===== config.mk =====
export PLATFORM = sky130hd
export DESIGN_NAME = prbs_pattern_gen_flat
export DESIGN_NICKNAME = d
export VERILOG_FILES = /design/src/rtl/prbs_pkg.sv /design/src/rtl/prbs_pattern_gen_if.sv /design/src/rtl/prbs_lfsr.sv /design/src/rtl/prbs_pattern_gen.sv /design/src/flat_wrapper.sv
export SDC_FILE = /design/constraint.sdc
export NUM_CORES = 1
export LEC_CHECK = 0
export ABC_CLOCK_PERIOD_IN_PS = 3200
export CAP_MARGIN = 15
export CORE_MARGIN = 5
export CORE_UTILIZATION = 35
export CTS_CLUSTER_SIZE = 16
export DETAILED_ROUTE_END_ITERATION = 8
export PLACE_DENSITY = 0.5
export SYNTH_ARGS = -nofsm -noshare
export SYNTH_HDL_FRONTEND = slang
export SYNTH_SLANG_ARGS = --single-unit

===== constraint.sdc =====
create_clock -name clk -period 3.2 [get_ports clk]
set_input_delay 0.64 -clock clk [delete_from_list [all_inputs] [get_ports clk]]
set_output_delay 0.64 -clock clk [all_outputs]
set_load 0.005 [all_outputs]

===== src/rtl/prbs_pkg.sv =====
// prbs_pkg: shared state encoding, polynomial table and LFSR constants for prbs_pattern_gen
package prbs_pkg;

    typedef enum logic [1:0] {IDLE, PAT, PRBS} state_t;

    localparam logic [1:0] SEL_PRBS7  = 2'd0;
    localparam logic [1:0] SEL_PRBS15 = 2'd1;
    localparam logic [1:0] SEL_PRBS23 = 2'd2;
    localparam logic [1:0] SEL_PRBS31 = 2'd3;

    localparam logic [4:0] DEG_PRBS7  = 5'd7;
    localparam logic [4:0] TAP_PRBS7  = 5'd6;
    localparam logic [4:0] DEG_PRBS15 = 5'd15;
    localparam logic [4:0] TAP_PRBS15 = 5'd14;
    localparam logic [4:0] DEG_PRBS23 = 5'd23;
    localparam logic [4:0] TAP_PRBS23 = 5'd18;
    localparam logic [4:0] DEG_PRBS31 = 5'd31;
    localparam logic [4:0] TAP_PRBS31 = 5'd28;

    localparam int LFSR_MAX_W = 31;
    localparam logic [LFSR_MAX_W-1:0] LFSR_SEED = 31'h7FFF_FFFF;

    function automatic logic [4:0] prbs_deg(input logic [1:0] sel);
        case (sel)
            SEL_PRBS7:  prbs_deg = DEG_PRBS7;
            SEL_PRBS15: prbs_deg = DEG_PRBS15;
            SEL_PRBS23: prbs_deg = DEG_PRBS23;
            SEL_PRBS31: prbs_deg = DEG_PRBS31;
        endcase
    endfunction

    function automatic logic [4:0] prbs_tap(input logic [1:0] sel);
        case (sel)
            SEL_PRBS7:  prbs_tap = TAP_PRBS7;
            SEL_PRBS15: prbs_tap = TAP_PRBS15;
            SEL_PRBS23: prbs_tap = TAP_PRBS23;
            SEL_PRBS31: prbs_tap = TAP_PRBS31;
        endcase
    endfunction

endpackage


===== src/rtl/prbs_pattern_gen_if.sv =====
// prbs_pattern_gen_if: valid/ready beat stream from the generator to the TX datapath
interface prbs_pattern_gen_if #(
    parameter int OUT_W = 8
);
    logic [OUT_W-1:0] out_data;
    logic             out_valid;
    logic             out_ready;

    modport master (output out_data, output out_valid, input out_ready);
    modport slave  (input out_data, input out_valid, output out_ready);
endinterface


===== src/rtl/prbs_lfsr.sv =====
// prbs_lfsr: Fibonacci LFSR of selectable degree, presents the next OUT_W output bits
module prbs_lfsr
    import prbs_pkg::*;
#(
    parameter int OUT_W = 8
) (
    input  logic             clk,
    input  logic             rst,
    input  logic [1:0]       sel,
    input  logic             adv,
    input  logic             reseed,
    output logic [OUT_W-1:0] bits
);

    logic [LFSR_MAX_W-1:0] s_q;
    logic [LFSR_MAX_W-1:0] s_n;
    logic [4:0]            deg;
    logic [4:0]            tap;

    assign deg = prbs_deg(sel);
    assign tap = prbs_tap(sel);

    // Unroll OUT_W single-bit steps; bit 0 of the beat is the earliest emitted bit
    always_comb begin
        s_n  = s_q;
        bits = '0;
        for (int i = 0; i < OUT_W; i++) begin
            bits[i] = s_n[deg - 5'd1] ^ s_n[tap - 5'd1];
            s_n     = {s_n[LFSR_MAX_W-2:0], bits[i]};
        end
    end

    // Register state: seed on reset/reseed, step a whole beat only on a PRBS transfer
    always_ff @(posedge clk or negedge rst) begin
        if (!rst)
            s_q <= LFSR_SEED;
        else if (reseed)
            s_q <= LFSR_SEED;
        else if (adv)
            s_q <= s_n;
    end

endmodule


===== src/rtl/prbs_pattern_gen.sv =====
// prbs_pattern_gen: preamble pattern repeated rep_cnt times then PRBS stream; optional PRBS_ERR_INJ_EN adds err_inj
module prbs_pattern_gen
    import prbs_pkg::*;
#(
    parameter int PAT_BYTES = 4,
    parameter int OUT_W     = 8,
    parameter int CNT_W     = 8,
    parameter int LEN_W     = 16
) (
    input  logic                   clk,
    input  logic                   rst,
    input  logic                   start,
    input  logic                   abort,
    input  logic [PAT_BYTES*8-1:0] pat_in,
    input  logic [CNT_W-1:0]       rep_cnt,
    input  logic [1:0]             prbs_sel,
    input  logic [LEN_W-1:0]       prbs_len,
    prbs_pattern_gen_if.master     tx,
    output logic                   busy,
    output logic                   done
`ifdef PRBS_ERR_INJ_EN
    ,
    input  logic                   err_inj
`endif
);

    localparam int NB    = PAT_BYTES * 8 / OUT_W;
    localparam int IDX_W = NB > 1 ? $clog2(NB) : 1;

    state_t                 state_q;
    state_t                 state_d;
    logic                   done_d;
    logic [PAT_BYTES*8-1:0] pat_q;
    logic [CNT_W-1:0]       reps_q;
    logic [CNT_W-1:0]       rep_q;
    logic [1:0]             sel_q;
    logic [LEN_W-1:0]       len_q;
    logic [LEN_W-1:0]       cnt_q;
    logic [IDX_W-1:0]       idx_q;
    logic                   xfer;
    logic                   launch;
    logic                   pat_end;
    logic                   rep_end;
    logic                   prbs_end;
    logic                   adv;
    logic                   reseed;
    logic [OUT_W-1:0]       lfsr_bits;
    logic [OUT_W-1:0]       prbs_beat;

    assign xfer     = tx.out_valid & tx.out_ready;
    assign launch   = state_q == IDLE && start && !abort;
    assign pat_end  = idx_q == IDX_W'(NB - 1);
    assign rep_end  = rep_q == reps_q - CNT_W'(1);
    assign prbs_end = len_q != '0 && cnt_q == len_q - LEN_W'(1);
    assign adv      = state_q == PRBS && xfer && !abort;
    assign reseed   = abort || launch;

    prbs_lfsr #(.OUT_W(OUT_W)) u_lfsr (
        .clk    (clk),
        .rst    (rst),
        .sel    (sel_q),
        .adv    (adv),
        .reseed (reseed),
        .bits   (lfsr_bits)
    );

    // State register and the one-cycle done pulse
    always_ff @(posedge clk or negedge rst) begin
        if (!rst) begin
            state_q <= IDLE;
            done    <= 1'b0;
        end else begin
            state_q <= state_d;
            done    <= done_d;
        end
    end

    // Next state: abort wins everywhere, PAT hands over to PRBS on the last beat's transfer
    always_comb begin
        state_d = state_q;
        done_d  = 1'b0;
        if (abort)
            state_d = IDLE;
        else
            case (state_q)
                IDLE: if (start) state_d = rep_cnt != '0 ? PAT : PRBS;
                PAT:  if (xfer && pat_end && rep_end) state_d = PRBS;
                PRBS: if (xfer && prbs_end) begin
                    state_d = IDLE;
                    done_d  = 1'b1;
                end
                default: state_d = IDLE;
            endcase
    end

    // Capture config at launch, then step beat/repetition/PRBS counters only on transfers
    always_ff @(posedge clk or negedge rst) begin
        if (!rst) begin
            pat_q  <= '0;
            reps_q <= '0;
            sel_q  <= '0;
            len_q  <= '0;
            idx_q  <= '0;
            rep_q  <= '0;
            cnt_q  <= '0;
        end else if (launch) begin
            pat_q  <= pat_in;
            reps_q <= rep_cnt;
            sel_q  <= prbs_sel;
            len_q  <= prbs_len;
            idx_q  <= '0;
            rep_q  <= '0;
            cnt_q  <= '0;
        end else if (abort) begin
            idx_q  <= '0;
            rep_q  <= '0;
            cnt_q  <= '0;
        end else if (xfer && state_q == PAT) begin
            idx_q  <= pat_end ? '0 : idx_q + 1'b1;
            rep_q  <= !pat_end ? rep_q : rep_end ? '0 : rep_q + 1'b1;
        end else if (xfer && state_q == PRBS) begin
            cnt_q  <= prbs_end ? '0 : cnt_q == '1 ? cnt_q : cnt_q + 1'b1;
        end
    end

`ifdef PRBS_ERR_INJ_EN
    logic err_q;

    // One-shot error flag: any pulse arms it, the next PRBS transfer consumes it, abort drops it
    always_ff @(posedge clk or negedge rst) begin
        if (!rst)
            err_q <= 1'b0;
        else
            err_q <= !abort && (err_inj || (err_q && !adv));
    end

    assign prbs_beat = lfsr_bits ^ OUT_W'(err_q);
`else
    assign prbs_beat = lfsr_bits;
`endif

    assign busy          = state_q != IDLE;
    assign tx.out_valid  = busy;
    assign tx.out_data   = state_q == PAT  ? pat_q[idx_q*OUT_W +: OUT_W] :
                           state_q == PRBS ? prbs_beat : '0;

endmodule

===== src/flat_wrapper.sv =====
// flat-port wrapper written by rule: the top's interface ports become plain ports
module prbs_pattern_gen_flat import prbs_pkg::*;
#(
    parameter int PAT_BYTES = 4,
    parameter int OUT_W     = 8,
    parameter int CNT_W     = 8,
    parameter int LEN_W     = 16
)
  (clk, rst, start, abort, pat_in, rep_cnt, prbs_sel, prbs_len, busy, done, tx_out_data, tx_out_valid, tx_out_ready);
  prbs_pattern_gen_if #(.OUT_W(OUT_W)) tx_i ();
  input  logic clk;
  input  logic rst;
  input  logic start;
  input  logic abort;
  input  logic [PAT_BYTES*8-1:0] pat_in;
  input  logic [CNT_W-1:0] rep_cnt;
  input  logic [1:0] prbs_sel;
  input  logic [LEN_W-1:0] prbs_len;
  output logic busy;
  output logic done;
  output wire logic [$bits(tx_i.out_data)-1:0] tx_out_data;
  output wire logic [$bits(tx_i.out_valid)-1:0] tx_out_valid;
  input wire logic [$bits(tx_i.out_ready)-1:0] tx_out_ready;
  assign tx_out_data = tx_i.out_data;
  assign tx_out_valid = tx_i.out_valid;
  assign tx_i.out_ready = tx_out_ready;
  prbs_pattern_gen #(.PAT_BYTES(PAT_BYTES), .OUT_W(OUT_W), .CNT_W(CNT_W), .LEN_W(LEN_W)) u_core (.clk(clk), .rst(rst), .start(start), .abort(abort), .pat_in(pat_in), .rep_cnt(rep_cnt), .prbs_sel(prbs_sel), .prbs_len(prbs_len), .tx(tx_i), .busy(busy), .done(done));
endmodule

; Word level (Yosys, flattened, before mapping)
; Index checks and enable logic that the tools add are counted.
[word_totals]
out_inout_bits = 11
reg_bits = 118
[classes]
n_bitwise = 9
shifts = 1
muxes = 62
n_reduce_logical = 23
n_lt_le_gt_ge = 2
add_sub_neg = 7
eq_ne = 14
[op_table]
columns = op, n
row1 = $mux W16, 6
row2 = $bmux W1 S5, 16
row3 = $mux W31, 2
row4 = $mux W8, 7
row5 = $pmux W5 S4, 2
row6 = $shiftx A32 B6 Y8, 1
row7 = $mux W1, 19
row8 = $mux W2, 9
row9 = $add A16 B1 Y16 const B, 1
row10 = $eq A16 B16 Y1, 1
row11 = $eq A16 B16 Y1 const B, 1
row12 = $reduce_bool A16 Y1, 1
row13 = $sub A16 B1 Y16 const B, 1
row14 = $lt A5 B6 Y1 const B, 2
row15 = $sub A5 B1 Y5 const B, 2
row16 = $logic_and A1 B1 Y1, 9
row17 = $reduce_bool A3 Y1, 3
row18 = $add A8 B1 Y8 const B, 1
row19 = $eq A2 B2 Y1 const B, 4
row20 = $eq A8 B8 Y1, 1
row21 = $reduce_bool A8 Y1, 1
row22 = $sub A8 B1 Y8 const B, 1
row23 = $xor A1 B1 Y1, 8
row24 = $ne A3 B2 Y1 const B, 2
row25 = other kinds (12), 17

; Longest topological paths before layout
[logic_depth]
depth_word = 29
mapped_depth = 11

; Cells and area by module
; A second synthesis with hierarchy kept.
[unflattened]
hier_cells = 592
area_unflattened_um2 = 6712.7
[by_module_without_submodules]
columns = mod, area_per_inst_um2, cells_per_inst, instances
row1 = prbs_pattern_gen, 4872.2, 452, 1
row2 = prbs_lfsr, 1840.5, 140, 1

; Least setup slack after synthesis
; No wires, ideal clock.
[synth_timing]
kind = reg2out
from = register u_core.sel_q[0]
to = output tx_out_data[7]
stages_incl_launch_ff = 10
t_required_ns = 2.560
slack_ns = 0.307
arrival_time_ns = 2.253
path_buffers = 2
path_cell_list = dfrtp_1 clkbuf_1 clkbuf_1 nand2_1 a31oi_1 xnor2_1 inv_1 mux4_2 xnor2_1 o21ai_0
[synth_via]
elab_chain_cells = 29
elab_cells_between_ends = 50
cone_classes = add/sub (2) / eq/ne (3) / mux (36) / bitwise (8) / reduce/logical (1)
[synth_lines]
columns = item, line
row1 = start: declaration, prbs_pattern_gen.sv:36  ; logic [1:0] sel_q;
row2 = start signal: assignment, prbs_pattern_gen.sv:109  ; sel_q <= prbs_sel;
row3 = "$eq A2 B2 Y1, or another cell as far along", "prbs_pkg.sv:24, prbs_pkg.sv:33"
row4 = "$pmux W5 S4, on equally long branches", "prbs_pkg.sv:24, prbs_pkg.sv:33"
row5 = $sub A5 B1 Y5, prbs_lfsr.sv:28  ; bits[i] = s_n[deg - 5'd1] ^ s_n[tap - 5'd1];
row6 = $bmux W1 S5, prbs_lfsr.sv:28
row7 = $mux W1 (implied by the code), prbs_lfsr.sv:28
row8 = $xor A1 B1 Y1, prbs_lfsr.sv:28
row9 = $bmux W1 S5, prbs_lfsr.sv:28
row10 = $mux W1 (implied by the code), prbs_lfsr.sv:28
row11 = [... 13 more ...], n/a
row12 = $bmux W1 S5, prbs_lfsr.sv:28
row13 = $mux W1 (implied by the code), prbs_lfsr.sv:28
row14 = $xor A1 B1 Y1, prbs_lfsr.sv:28
row15 = $bmux W1 S5, prbs_lfsr.sv:28
row16 = $mux W1 (implied by the code), prbs_lfsr.sv:28
row17 = $xor A1 B1 Y1 (*), prbs_lfsr.sv:28
row18 = $mux W8 (*), prbs_pattern_gen.sv:145  ; state_q == PRBS ? prbs_beat : '0;
row19 = $mux W8 (*), prbs_pattern_gen.sv:144  ; assign tx.out_data = state_q == PAT ? pat_q[idx_q*OUT_W +: OUT_W] :
row20 = end: declaration, flat_wrapper.sv:21  ; output wire logic [$bits(tx_i.out_data)-1:0] tx_out_data;
; Mark *: on every way between the ends. The rest lies on a longest branch, timed or not. The select of a mux whose other input is x is not followed.

; Final worst setup path
; Ends and elaborated chain as after synthesis.

==> out/results.ini <==
[die]
start_util_pct = 35.6
dieArea_mm2 = 0.0219
rows = 50
core_mm2 = 0.0187
chipWidth_um = 148
ios = 74
chipHeight_um = 148

[finish]
diodes = 0
final-instance-count-excl-fill = 984
drive_above_1_share_pct = 27.5
nets = 805
synthToLayoutAreaGrowth_pct = 27.1
postLayoutCoreUtil_pct = 45.3

[routing]
drt-total-wl_um = 16900
firstDrtPassIters = 5
final_antenna_net_count = 0
drcViolationCount = 0
wl_per_cell_um = 17.2
num_vias = 5309
first_iter_violations = 348
via_per_inst = 5.40

[synthesis]
synth_edf_count = 0
synthesis.area_mm2 = 0.00667
ys_ff_latch = 118
synthFlopType = dfrtp_1
avgSynthCellArea_um2 = 10.2
async_reset_ff_share_pct = 100
syn_nets = 720
yosysUniqueCellTypes = 66
syn_inst = 652
synth_mux_area_share_pct = 15.7
seq_area_frac_synth_pct = 44.9
yosysWarnings = 0
synth-compound-area-share_pct = 11.7
yosys.area_share.xor_xnor_pct = 4.73
yosys.area_share.simple_pct = 18.8
synthAdderAreaFrac_pct = 0.938
synth_top_family_by_area = simple AND/OR/NAND/NOR gates

[clocking]
cts_buffers = 17
htreeDepth = 4
clockBufferDepth = 2
clk_pin_slew_worst_paths_ps = 60
tritoncts = done
root_buffer = clkbuf_16
insertion_delay_ps = 420
cts.sinks = 118
postCtsHoldBufs = 0

[pwr]
max-vdd-ir-drop_v = 0.000420
cellLeakagePower_nw = 3.39
total_power_w = 0.00554
p_per_area_mw_per_mm2 = 654

[timing]
drv_slew = 0
timing_hold_violations_final = 0
max_slew.worst_pin.slew_ps = 587
setup_slack_ps = -83.0
fin_crit_ps = 3280
final.setup.tns_ps = -181
rsz0062_at_grt = true
fin_crit_sh_pct = 103
final.setup_skew_ps = 14.3
max_clock_freq_mhz = 305
slew-limit-headroom_pct = 60.9
finalSetupViolations = 5
whs_ps = 222

[outcome]
violations = setup timing
run_status = finished with violations

[hold_path]
hp-class = in2async

[worst_setup_path]
arrival_ps = 2640
startpoint_type = register
required_ps = 2560
setup.worst_path.start = u_core.sel_q[0]
r2r_start = u_core.reps_q[3]
cp_max_fo = 3
critPathCaptureType = primary output
crit_type = reg2out

[global_routing]
grt_first_pass_wirelength_um = 28700
grt_pass1_vias = 5521
grt_use_total_pct = 16.2
grt_max_degree = 77
antenna_found_initial = 0
grt_overflow = 0

[place]
io_buffers = 73
globalplace.congestion = 0.831
placedCellCount = 945
dp_hpwl_um = 12100

[run]
cap_violations = 0

cells in the mapped netlist (12+ instances only):
cell type / n / share of area [%]
inv_1: 13 / 0.73
nand2_1: 91 / 5.1
nor2_1: 37 / 2.1
dfstp_2: 31 / 12
nand4_1: 14 / 1.3
mux2_2: 53 / 9.0
o21ai_0: 38 / 2.9
xor2_1: 12 / 1.6
dfrtp_1: 87 / 33
nand3_1: 38 / 2.9
clkbuf_1: 30 / 1.7
mux4_2: 16 / 5.4
xnor2_1: 24 / 3.2
a21oi_1: 26 / 2.0
state kept, by name, summed over array words and instances, names as in the netlist, 8 cells and up:
signal and count:
u_core.u_lfsr.s_q 31, u_core.pat_q 32, u_core.rep_q 8, u_core.len_q 16
u_core.cnt_q 16, u_core.reps_q 8
critical path: stages, from the launching register on:
cell and delay (ps):
dfrtp_1 380, buf_6 130, mux4_2 520, xnor2_2 190, inv_1 60, mux4_2 480
xnor2_2 170, o21ai_2 150, buf_2 140
layout by cell type, fill, tap and decap left out, types with 3 or more instances in the layout:
cell type,netlist,layout
nand4_1,14,14
nand3_1,38,38
nor2_1,37,36
nor2b_1,8,7
or3_1,6,6
o41ai_1,3,3
inv_1,13,13
o22ai_1,3,3
dfstp_2,31,31
nor4_1,7,7
mux4_2,16,16
dfrtp_1,87,86
ha_1,5,5
clkbuf_16,0,17
and4_1,3,3
o31ai_2,4,4
mux2_2,53,53
inv_6,0,10
xnor2_2,0,4
a211oi_1,8,5
o32ai_2,3,3
o21ai_0,38,35
buf_4,1,32
a31oi_1,8,7
buf_6,1,3
nand2b_1,7,6
mux2i_1,9,9
and3_1,6,6
a21oi_1,26,23
nand2_1,91,91
nor3_1,6,6
o21ai_1,2,4
xnor2_1,24,20
clkdlybuf4s50_1,0,68
xor2_1,12,12
a21oi_2,0,3
nand3b_1,6,6
final cells by class:
type	count	area, um^2
timing repair buffer	108	1000
clock inverter	15	154
clock buffer	17	425
multi-input combinational	479	3560
fill	1760	10200
tap	234	293
sequential	118	2990
inverter	13	48.8
cell families after synthesis:
kind of cell             after synthesis
buffers and inverters                 55
flip-flops                           118
AO/OA/AOI/OAI                        115
XOR/XNOR                              36
adder cells (fa/ha/maj)                5
AND/OR/NAND/NOR                      245
multiplexers                          78
power by group:
group / switching (W) / total, W / internal (W)
clock network: 0.000788 / 0.00189 / 0.00110
logic: 0.000724 / 0.00159 / 0.000869
registers: 0.000288 / 0.00206 / 0.00177
total: 0.00180 / 0.00554 / 0.00374
what timing repair did:
action | CTS | global route
pin swaps | 9 | 6
buffers inserted | 4 | 3
gates resized for setup | 30 | 3
endpoints found under the setup margin | 6 | 7
stage by stage:
stage	worst slack (ps)	area (um^2)
final	-83.0	8470
after CTS	-85.4	8440
after detailed placement	-106	7750
after global placement	-108	7750
after floorplan	307	6670
after global routing	-189	8470
worst paths after layout:
check	endpoint	slack [ps]	depth (start not counted)
worst max-delay path	tx_out_data[7]	-80	8
worst min-delay path	u_core.reps_q[6]	220	1
worst max register to register	u_core.state_q[1]	390	8
worst min register to register	u_core.u_lfsr.s_q[28]	490	2
max in group asynchronous	u_core.u_lfsr.s_q[28]	2130	2
min in group clk	u_core.u_lfsr.s_q[28]	490	2
routing by layer:
layer  GRT usage, %  wire, um  vias to the layer above
met2           26.9      8240                      110
li1               -         -                     2530
met5              0         0                        -
met1           20.9      7620                     2654
met3           5.09       879                       15
met4           3.65       163                        0
Power figures use the tool's default switching activity.
